[config.mk]
export PLATFORM = sky130hd
export DESIGN_NAME = ralu_seq
export DESIGN_NICKNAME = d
export VERILOG_FILES = /design/src/rtl/ralu_seq.sv
export SDC_FILE = /design/constraint.sdc
export NUM_CORES = 1
export LEC_CHECK = 0
export ABC_AREA = 1
export ABC_CLOCK_PERIOD_IN_PS = 4280
export BUFFER_PORTS_ARGS = -buffer_cell sky130_fd_sc_hd__buf_4
export CAP_MARGIN = 20
export CORE_ASPECT_RATIO = 0.5
export CORE_MARGIN = 5
export CORE_UTILIZATION = 65
export CTS_BUF_LIST = sky130_fd_sc_hd__clkbuf_2
export DETAILED_ROUTE_END_ITERATION = 10
export GPL_TIMING_DRIVEN = 0
export HOLD_SLACK_MARGIN = 0.12
export PLACE_DENSITY = 0.85
export SLEW_MARGIN = 30
export SYNTH_ARGS = -nofsm -noshare
export SYNTH_HDL_FRONTEND = slang
export SYNTH_SLANG_ARGS = --single-unit
[constraint.sdc]
create_clock -name clock -period 4.28 [get_ports clock]
set_input_delay 0.428 -clock clock [delete_from_list [all_inputs] [get_ports clock]]
set_output_delay 0.428 -clock clock [all_outputs]
set_load 0.01 [all_outputs]
[src/rtl/ralu_seq.sv]
// ralu_seq: register-file ALU with an operation sequencer.
//
// Holds NREGS x WIDTH general-purpose registers. A start pulse (taken only
// while idle) latches the opcode and operand selectors. The next cycle fetches
// operands A and B. The operation then executes in one of three ways:
// single-cycle ALU, serial shift/rotate (one bit per cycle), or shift-and-add
// multiply (one bit of B per cycle). After that the sequencer writes the
// result back to the register file and pulses done.
//
// Ports:
//   clock, reset_n         clock, synchronous active-low reset
//   start, op, cin         request pulse, opcode, carry in
//   srca, srcb, dst        operand A / operand B / destination addresses
//   use_imm, imm           select imm as operand B, immediate value
//   shamt, isl, isr        shift amount, fill bits for SHL / SHR
//   wr_en/wr_addr/wr_data  external register write port
//   rd_addr, rd_data       external combinational read port
//   busy, done             sequencer active, one-cycle writeback pulse
//   result, flags          last result and {C,V,N,Z}, held until next writeback
//   osl, osr               last bit shifted out of the MSB / LSB
module ralu_seq #(
    parameter  int WIDTH = 8,
    parameter  int NREGS = 8,
    localparam int AW    = $clog2(NREGS),
    localparam int SW    = $clog2(WIDTH)
) (
    input  logic             clock,
    input  logic             reset_n,
    input  logic             start,
    input  logic [3:0]       op,
    input  logic             cin,
    input  logic [AW-1:0]    srca,
    input  logic [AW-1:0]    srcb,
    input  logic [AW-1:0]    dst,
    input  logic             use_imm,
    input  logic [WIDTH-1:0] imm,
    input  logic [SW-1:0]    shamt,
    input  logic             isl,
    input  logic             isr,
    input  logic             wr_en,
    input  logic [AW-1:0]    wr_addr,
    input  logic [WIDTH-1:0] wr_data,
    input  logic [AW-1:0]    rd_addr,
    output logic [WIDTH-1:0] rd_data,
    output logic             busy,
    output logic             done,
    output logic [WIDTH-1:0] result,
    output logic [3:0]       flags,
    output logic             osl,
    output logic             osr
);

    // Step counter must hold WIDTH for the multiply, one bit wider than shamt.
    localparam int CW = SW + 1;

    localparam logic [3:0] OP_ADD   = 4'h0;
    localparam logic [3:0] OP_SUB   = 4'h1;
    localparam logic [3:0] OP_AND   = 4'h2;
    localparam logic [3:0] OP_OR    = 4'h3;
    localparam logic [3:0] OP_XOR   = 4'h4;
    localparam logic [3:0] OP_NOTA  = 4'h5;
    localparam logic [3:0] OP_PASSB = 4'h6;
    localparam logic [3:0] OP_INC   = 4'h7;
    localparam logic [3:0] OP_SHL   = 4'h8;
    localparam logic [3:0] OP_SHR   = 4'h9;
    localparam logic [3:0] OP_ROL   = 4'hA;
    localparam logic [3:0] OP_ROR   = 4'hB;
    localparam logic [3:0] OP_MUL   = 4'hC;

    typedef enum logic [2:0] {
        ST_IDLE  = 3'd0,
        ST_FETCH = 3'd1,
        ST_EXEC  = 3'd2,
        ST_SHIFT = 3'd3,
        ST_WB    = 3'd4
    } state_t;

    state_t           state_r;
    state_t           state_s;
    logic [WIDTH-1:0] gpr_r [NREGS];

    logic [3:0]       op_r;
    logic             cin_r;
    logic [AW-1:0]    srca_r;
    logic [AW-1:0]    srcb_r;
    logic [AW-1:0]    dst_r;
    logic             use_imm_r;
    logic [WIDTH-1:0] imm_r;
    logic [SW-1:0]    shamt_r;
    logic             isl_r;
    logic             isr_r;

    logic [WIDTH-1:0] a_r;
    logic [WIDTH-1:0] b_r;
    logic [WIDTH-1:0] acc_r;
    logic [CW-1:0]    cnt_r;
    logic             last_out_r;
    logic [WIDTH-1:0] result_r;
    logic [3:0]       flags_r;
    logic             osl_r;
    logic             osr_r;
    logic             done_r;
    logic             busy_r;

    logic             is_seq_s;
    logic             is_rsv_s;
    logic [WIDTH+3:0] alu_s;

    // Packs {C,V,N,Z} for a result value.
    function automatic logic [3:0] nz_flags(input logic c, input logic v,
                                            input logic [WIDTH-1:0] r);
        return {c, v, r[WIDTH-1], (r == {WIDTH{1'b0}})};
    endfunction

    // Single-cycle ALU: returns {flags, result}. SUB and INC reuse the adder
    // with an inverted / zero addend so carry and overflow come out uniformly.
    function automatic logic [WIDTH+3:0] alu_op(input logic [3:0]       opc,
                                                input logic [WIDTH-1:0] a,
                                                input logic [WIDTH-1:0] b,
                                                input logic             c_in);
        logic [WIDTH-1:0] addend;
        logic             carry_in;
        logic [WIDTH:0]   sum;
        logic [WIDTH-1:0] res;
        logic             c;
        logic             v;
        addend   = b;
        carry_in = c_in;
        case (opc)
            OP_SUB:  addend = ~b;
            OP_INC: begin
                addend   = {WIDTH{1'b0}};
                carry_in = 1'b1;
            end
            default: addend = b;
        endcase
        sum = {1'b0, a} + {1'b0, addend} + {{WIDTH{1'b0}}, carry_in};
        res = {WIDTH{1'b0}};
        c   = 1'b0;
        v   = 1'b0;
        case (opc)
            OP_ADD, OP_SUB, OP_INC: begin
                res = sum[WIDTH-1:0];
                c   = sum[WIDTH];
                v   = (a[WIDTH-1] == addend[WIDTH-1]) && (res[WIDTH-1] != a[WIDTH-1]);
            end
            OP_AND:   res = a & b;
            OP_OR:    res = a | b;
            OP_XOR:   res = a ^ b;
            OP_NOTA:  res = ~a;
            OP_PASSB: res = b;
            default:  res = {WIDTH{1'b0}};
        endcase
        return {nz_flags(c, v, res), res};
    endfunction

    assign is_seq_s = (op_r >= OP_SHL) && (op_r <= OP_MUL);
    assign is_rsv_s = (op_r > OP_MUL);
    assign alu_s    = alu_op(op_r, a_r, b_r, cin_r);

    // Next-state logic of the sequencer.
    always_comb begin
        state_s = state_r;
        case (state_r)
            ST_IDLE: begin
                if (start) state_s = ST_FETCH;
                else       state_s = ST_IDLE;
            end
            ST_FETCH: begin
                if (is_seq_s) state_s = ST_SHIFT;
                else          state_s = ST_EXEC;
            end
            ST_EXEC:  state_s = ST_WB;
            ST_SHIFT: begin
                if (cnt_r == {CW{1'b0}}) state_s = ST_WB;
                else                     state_s = ST_SHIFT;
            end
            ST_WB:    state_s = ST_IDLE;
            default:  state_s = ST_IDLE;
        endcase
    end

    // Sequencer state register plus registered busy/done derived from next state.
    always_ff @(posedge clock) begin
        if (!reset_n) begin
            state_r <= ST_IDLE;
            busy_r  <= 1'b0;
            done_r  <= 1'b0;
        end else begin
            state_r <= state_s;
            busy_r  <= (state_s != ST_IDLE);
            done_r  <= (state_s == ST_WB);
        end
    end

    // Request latch, operand fetch, execute / serial step, result and flag registers.
    always_ff @(posedge clock) begin
        if (!reset_n) begin
            op_r       <= 4'h0;
            cin_r      <= 1'b0;
            srca_r     <= {AW{1'b0}};
            srcb_r     <= {AW{1'b0}};
            dst_r      <= {AW{1'b0}};
            use_imm_r  <= 1'b0;
            imm_r      <= {WIDTH{1'b0}};
            shamt_r    <= {SW{1'b0}};
            isl_r      <= 1'b0;
            isr_r      <= 1'b0;
            a_r        <= {WIDTH{1'b0}};
            b_r        <= {WIDTH{1'b0}};
            acc_r      <= {WIDTH{1'b0}};
            cnt_r      <= {CW{1'b0}};
            last_out_r <= 1'b0;
            result_r   <= {WIDTH{1'b0}};
            flags_r    <= 4'h0;
            osl_r      <= 1'b0;
            osr_r      <= 1'b0;
        end else begin
            case (state_r)
                ST_IDLE: begin
                    if (start) begin
                        op_r      <= op;
                        cin_r     <= cin;
                        srca_r    <= srca;
                        srcb_r    <= srcb;
                        dst_r     <= dst;
                        use_imm_r <= use_imm;
                        imm_r     <= imm;
                        shamt_r   <= shamt;
                        isl_r     <= isl;
                        isr_r     <= isr;
                    end
                end
                ST_FETCH: begin
                    // Operands are copied here so later external writes cannot disturb them.
                    a_r        <= gpr_r[srca_r];
                    b_r        <= use_imm_r ? imm_r : gpr_r[srcb_r];
                    cnt_r      <= (op_r == OP_MUL) ? CW'(WIDTH) : {1'b0, shamt_r};
                    acc_r      <= {WIDTH{1'b0}};
                    last_out_r <= 1'b0;
                end
                ST_EXEC: begin
                    // Reserved opcodes leave result and flags untouched.
                    if (!is_rsv_s) begin
                        result_r <= alu_s[WIDTH-1:0];
                        flags_r  <= alu_s[WIDTH+3:WIDTH];
                    end
                end
                ST_SHIFT: begin
                    if (cnt_r == {CW{1'b0}}) begin
                        if (op_r == OP_MUL) begin
                            result_r <= acc_r;
                            flags_r  <= nz_flags(1'b0, 1'b0, acc_r);
                        end else begin
                            result_r <= b_r;
                            flags_r  <= nz_flags(last_out_r, 1'b0, b_r);
                        end
                    end else begin
                        cnt_r <= cnt_r - {{(CW-1){1'b0}}, 1'b1};
                        case (op_r)
                            OP_SHL: begin
                                b_r        <= {b_r[WIDTH-2:0], isl_r};
                                last_out_r <= b_r[WIDTH-1];
                                osl_r      <= b_r[WIDTH-1];
                            end
                            OP_SHR: begin
                                b_r        <= {isr_r, b_r[WIDTH-1:1]};
                                last_out_r <= b_r[0];
                                osr_r      <= b_r[0];
                            end
                            OP_ROL: begin
                                b_r        <= {b_r[WIDTH-2:0], b_r[WIDTH-1]};
                                last_out_r <= b_r[WIDTH-1];
                                osl_r      <= b_r[WIDTH-1];
                            end
                            OP_ROR: begin
                                b_r        <= {b_r[0], b_r[WIDTH-1:1]};
                                last_out_r <= b_r[0];
                                osr_r      <= b_r[0];
                            end
                            OP_MUL: begin
                                // Shift-and-add: A walks left, B walks right.
                                if (b_r[0]) acc_r <= acc_r + a_r;
                                a_r <= {a_r[WIDTH-2:0], 1'b0};
                                b_r <= {1'b0, b_r[WIDTH-1:1]};
                            end
                            default: b_r <= b_r;
                        endcase
                    end
                end
                ST_WB: begin
                end
                default: begin
                end
            endcase
        end
    end

    // Register file: external write first, so a same-address writeback overrides it.
    always_ff @(posedge clock) begin
        if (!reset_n) begin
            for (int i = 0; i < NREGS; i++) gpr_r[i] <= {WIDTH{1'b0}};
        end else begin
            if (wr_en) gpr_r[wr_addr] <= wr_data;
            if ((state_r == ST_WB) && !is_rsv_s) gpr_r[dst_r] <= result_r;
        end
    end

    assign rd_data = gpr_r[rd_addr];
    assign busy    = busy_r;
    assign done    = done_r;
    assign result  = result_r;
    assign flags   = flags_r;
    assign osl     = osl_r;
    assign osr     = osr_r;

endmodule

Yosys cells after proc, flatten, opt, wreduce, memory -nomap -nowiden --
Memory sizes are Yosys's and may differ from the RTL's. A register that Yosys moved wholly into a read port is not among the register bits. Index checks and enable logic that the tools add are counted.
Word-level totals: register bits after elaboration 76, RAM bits 64, input port bits 46, output and inout bits 24, memories 1
Operators by class: add/subtract/negate cells 4, magnitude comparators 3, equality and inequality tests 26, muxes and demuxes 51, bitwise logic cells 6, reduce and logical (&&, ||, !) cells 27
Memories:
- gpr_r | words 8, width 8, rd ports 3, clocked after memory_dff 2, wr ports 8, line 80 | logic [WIDTH-1:0] gpr_r [NREGS];
Operators with widths (number):
- 2-to-1 mux 8 bit | 12
- case mux 8 bit (2 select lines) | 5
- case mux 8 bit (6 select lines) | 1
- case mux 8 bit (5 select lines) | 1
- zero test 8 bit | 3
- 2-to-1 mux 3 bit | 7
- equality test 4 bit (second input constant) | 5
- 2-to-1 mux 4 bit | 5
- AND reduction 3 bit | 6
- equality test 4 x 3 -> 1 bit (second input constant) | 4
- NOT 8 bit | 2
- case mux 4 bit (2 select lines) | 2
- OR reduction 8 bit | 2
- 2-to-1 mux 1 bit | 15
- case mux 3 bit (4 select lines) | 1
- != test 2 bit (second input constant) | 5
- adder 8 x 8 -> 9 bit | 1
- adder 9 x 1 -> 9 bit | 1
- adder 8 bit | 1
- AND 8 bit | 1
- equality test 4 x 2 -> 1 bit (second input constant) | 2
- zero test 4 bit | 2
- bitwise OR 8 bit | 1
- XOR 8 bit | 1
- other kinds (23) | 31

Longest topological paths before layout --
word-level depth 9, gate-level depth with buffers 19, depth with buffers taken out 18

Least setup slack after synthesis --
Ideal clock, no wire load.
path type flip-flop to flip-flop, start point register op_r[1], end point register flags_r[0], in the netlist flags[0], setup time 70 ps, arrival time 2802 ps, data required time 4210 ps, setup slack 1408 ps, stages on the path, launching flop included 16, path buffers 0, period minus slack after synthesis 2872 ps, path through dfxtp_1 nand2_1 inv_1 nand2_1 o21ai_0 o21ai_0 fa_1 fa_1 xor2_1 a21oi_1 nand2_1 nor2_1 nand2_1 nor2_1 nand3_1 a21oi_1
Between the ends: longest elaborated chain between the ends 8, elaborated cells on any way between the ends 23, classes of those cells 2 x add/sub; 1 x order compare; 9 x eq/ne; 7 x mux; 4 x reduce/logical
RTL lines:
- start: declaration | line 82 | logic [3:0] op_r;
- start signal: assignment | line 222 | op_r <= op;
- equality test 4 x 3 -> 1 bit / equality test 4 x 1 -> 1 bit (equally long branches) | line 129, 141
- case mux 8 bit (2 select lines) | line 129 | case (opc)
- adder 8 x 8 -> 9 bit | line 137 | sum = {1'b0, a} + {1'b0, addend} + {{WIDTH{1'b0}}, carry_in};
- adder 9 x 1 -> 9 bit | line 137
- case mux 8 bit (6 select lines) | line 141 | case (opc)
- zero test 8 bit | line 112 | return {c, v, r[WIDTH-1], (r == {WIDTH{1'b0}})};
- 2-to-1 mux 4 bit | line 244 | if (!is_rsv_s) begin
- case mux 4 bit (2 select lines) | line 219 | case (state_r)
- end signal: assignment | line 246 | flags_r <= alu_s[WIDTH+3:WIDTH];
- end signal: assignment | line 253 | flags_r <= nz_flags(1'b0, 1'b0, acc_r);
- end signal: assignment | line 256 | flags_r <= nz_flags(last_out_r, 1'b0, b_r);
- end: declaration | line 99 | logic [3:0] flags_r;
Several ways; a longest one is shown, not always the timed one. The select of a mux whose other input is x is not followed. A chain may end at the register's enable or synchronous reset.

Worst setup path in the final report --
start point register op_r[2], end point register flags_r[0], in the netlist flags[0]
Same word-level chain as after synthesis.

==> results by group <==
Global routing
  • Total track usage: 0.394
  • Vias in the first global route: 9580
  • Met1 Usage GRT: 0.491
  • Met2 Use GR: 0.639
  • Met3 usage: 0.127
  • Most Used Layer, Global Route: met2
  • Largest net degree at the start of global routing: 18
  • First-pass GRT wire length: 52.5 mm
  • Initial antenna violation count: 1
  • Remaining global-route overflow: 0

Timing
  • Max Slew Vio Count: 0
  • Final hold violation count: 0
  • Relative slew slack: 0.300
  • Final Cycle Share: 0.827
  • Fmax: 283 MHz
  • Final Skew: 50.0 ps
  • Post-layout worst setup margin: 741 ps
  • Worst-Margin Slew: 1040 ps
  • Final setup vio count: 0
  • Unrepaired setup endpoints after global routing: no
  • Fin crit period: 3540 ps
  • TNS Setup: 0 ps

Place
  • Post-detail-place hpwl: 24.8 mm
  • I/O Buffers: 61
  • Worst slack at placement: 851 ps
  • GPL Wtd Cong: 1.04

Power
  • Pwr dens: 317 nW/um^2
  • Switching power: 0.00135 W
  • Clock Power Share: 0.246
  • Sw frac: 0.401
  • Int Pwr: 0.00202 W
  • Peak VDD IR: 0.000219 V
  • Leakage Power: 4.30 nW
  • Comb power frac: 0.267
  • Sequential Power Share: 0.488

Logic synthesis
  • Top cell type's share of synthesized area: 0.205
  • Post-synthesis sequential area ratio: 0.378
  • Gate Count Post-Synth: 1303
  • Syn Nets: 1383
  • Main synth FF type: dfxtp_1
  • Synth cell count leaders: o21ai_0, nand2_1, nor2_1
  • Syn Area/Cell: 7.20 um^2
  • Distinct cell type count after synthesis: 45
  • Mapped Area: 9380 um^2
  • Ranking of synthesized cells by area: edfxtp_1, dfxtp_1, o21ai_0
  • Yosys warning total: 0
  • Post-synthesis register bit count: 145
  • Async SR Flop Fraction: 0
  • Area leader, netlist: edfxtp_1
  • Post-synth EDFFs: 64
  • Cell with the most instances after synthesis: o21ai_0

Drt
  • Number of vias per cell: 6.54
  • Routed vias: 10600
  • Number of routed nets with antenna violations: 0
  • 1st-pass router iterations: 8
  • DR iter-0 viols: 1864
  • DR DRC count: 0
  • Wire per inst: 21.0 um
  • Total Wirelength: 34.1 mm

CTS
  • Post-CTS Setup Inserts: 0
  • # hold bufs at CTS: 29
  • H-Tree Level Count: 4
  • Buffer depth of the longest clock path: 2
  • Total clock sinks: 145
  • CTS buffer count: 17
  • Latest clock arrival within the worst-skew pair: 780 ps
  • Clk pin slew, worst setup/hold paths: 260 ps
  • TritonCTS clock tree: yes
  • CTS Root Cell: clkbuf_2
  • Post-CTS sizing: 0

Floorplanning
  • Die area: 17100 um^2
  • Die Y: 94.9 um
  • Row cnt: 31
  • I/O pin cnt: 70
  • Core area: 14300 um^2
  • Initial core utilization: 0.655
  • Chip Width: 180 um

Final layout
  • Layout overhead on the synthesized area: 13.3%
  • Area of the multi-input gates: 5070 um^2
  • NumNets Final: 1492
  • Reg area: 3540 um^2
  • Filler cells: 1080
  • Layout cells sized above 1: 0.103

Worst setup path
  • Cell Chain, Critical Path: inv_2, nor2_1, nand2_1, o21ai_0, o21ai_0, fa_1, fa_1, xor2_1, a21oi_1, nand2_1, nor2_1, nand2_1, nor2_1, nand3_1, a21oi_1
  • Critical Path Slowest Stage Cell: dfxtp_1
  • Worst R2R Setup Slack: 740 ps
  • Critical Path Start Type: flop
  • Worst R2R Path Depth: 15
  • FF-to-FF End: flags[0]$_SDFFE_PN0P_
  • Worst R2R Start: op_r[2]$_SDFFE_PN0P_
  • WP data arrival: 4270 ps
  • Critical Path RT: 5010 ps
  • Setup crit end: flags[0]$_SDFFE_PN0P_
  • Critical Path Start: op_r[2]$_SDFFE_PN0P_
  • Crit path largest cell delay: 560 ps
  • Critical path capture point type: flop
  • Critical path type: reg2reg
  • CP max FO: 8

Status
  • Status: finished clean

Run
  • Max-cap violations: 0

Worst hold path
  • Hold path startpoint: wr_data[6]
  • Hold WC Path Type: in2reg
cell usage in the layout, fill, tap and decap left out, types with 7 or more instances in the layout:
master	count
edfxtp_1	64
a21oi_1	94
dlygate4sd3_1	29
o22ai_1	19
a31oi_1	21
buf_1	9
ha_1	31
nand4_2	8
dfxtp_1	81
clkbuf_2	17
o21ai_0	225
clkinv_1	7
o21ai_1	29
clkbuf_1	46
inv_2	8
o211ai_1	21
nand2_1	174
buf_4	72
a22oi_1	8
nand3_1	112
inv_1	102
nor2_1	172
worst min-delay path by stage:
| stage | endpoint | cells after the start |
|---|---|---|
| after global placement | cin_r$_SDFFE_PN0P_ | 2 |
| after CTS | gpr_r[3][6]$_DFFE_PP_ | 3 |
| after global routing | gpr_r[3][6]$_DFFE_PP_ | 3 |
| final | gpr_r[3][6]$_DFFE_PP_ | 3 |
| after floorplan | cin_r$_SDFFE_PN0P_ | 2 |
| after detailed placement | cin_r$_SDFFE_PN0P_ | 2 |
state kept, by name (all words and copies together) (netlist names), 3 cells and up, named ones only:
signal	flops
gpr_r	64
a_r	8
acc_r	8
b_r	8
imm_r	8
result	7
cnt_r	4
flags	4
op_r	4
dst_r	3
shamt_r	3
srca_r	3
srcb_r	3
state_r	3
final cells by class:
| class | instances | area share |
|---|---|---|
| Timing Repair Buffer | 90 | 0.0704 |
| Buffer | 73 | 0.0311 |
| Antenna cell | 3 | 0.000706 |
| Clock inverter | 15 | 0.0153 |
| Sequential cell | 145 | 0.333 |
| Clock buffer | 17 | 0.00800 |
| Tap cell | 198 | 0.0233 |
| Multi-Input combinational cell | 968 | 0.477 |
| Inverter | 117 | 0.0413 |
routing by layer:
metal	wire, um	up-vias
met1	12400	4792
met2	14700	885
li1	-	4752
met4	1840	0
met3	5230	199
met5	0	-
worst max-delay path: cells and delay by family (launching register included):
| kind | cells | cell delay [ps] |
|---|---|---|
| adder cells (fa/ha/maj) | 2 | 960 |
| flip-flops | 1 | 560 |
| buffers and inverters | 1 | 120 |
| XOR/XNOR | 1 | 190 |
| AO/OA/AOI/OAI | 4 | 810 |
| AND/OR/NAND/NOR | 7 | 840 |
logic make-up (layout without fill, tap and decap cells):
kind of cell               after synthesis  in the layout  share of synthesized area
and+or+nand+nor                        502            502                      0.241
adders and majority gates               34             34                     0.0478
xor gates and xnor gates                 4              4                    0.00373
AOI/OAI and AO/OA                      428            428                      0.247
other                                    0              3                          0
DFF                                    145            145                      0.378
buffers and inverters                  190            312                     0.0820
power by group through the flow:
stage               logic, W  clock network [W]  registers [W]
detailed placement  0.000827                  0        0.00166
global route        0.000975           0.000881        0.00165
global placement    0.000806                  0        0.00166
CTS                 0.000853           0.000791        0.00163
finish              0.000899           0.000829        0.00165
floorplan           0.000547                  0        0.00162
stage by stage:
| step | hold slack (ps) | instance area, um^2 | std cells | total power (W) | util |
|---|---|---|---|---|---|
| 6_report | 209 | 10600 | 1626 | 0.00337 | 0.743 |
| 5_1_grt | 181 | 10600 | 1624 | 0.00351 | 0.742 |
| 4_1_cts | 214 | 10600 | 1623 | 0.00328 | 0.742 |
| 3_5_place_dp | 462 | 10100 | 1562 | 0.00249 | 0.705 |
| 3_3_place_gp | 448 | 10100 | 1562 | 0.00246 | 0.705 |
| 2_1_floorplan | 430 | 9380 | 1303 | 0.00217 | - |
Note: power is estimated with default switching activity, not from simulation.
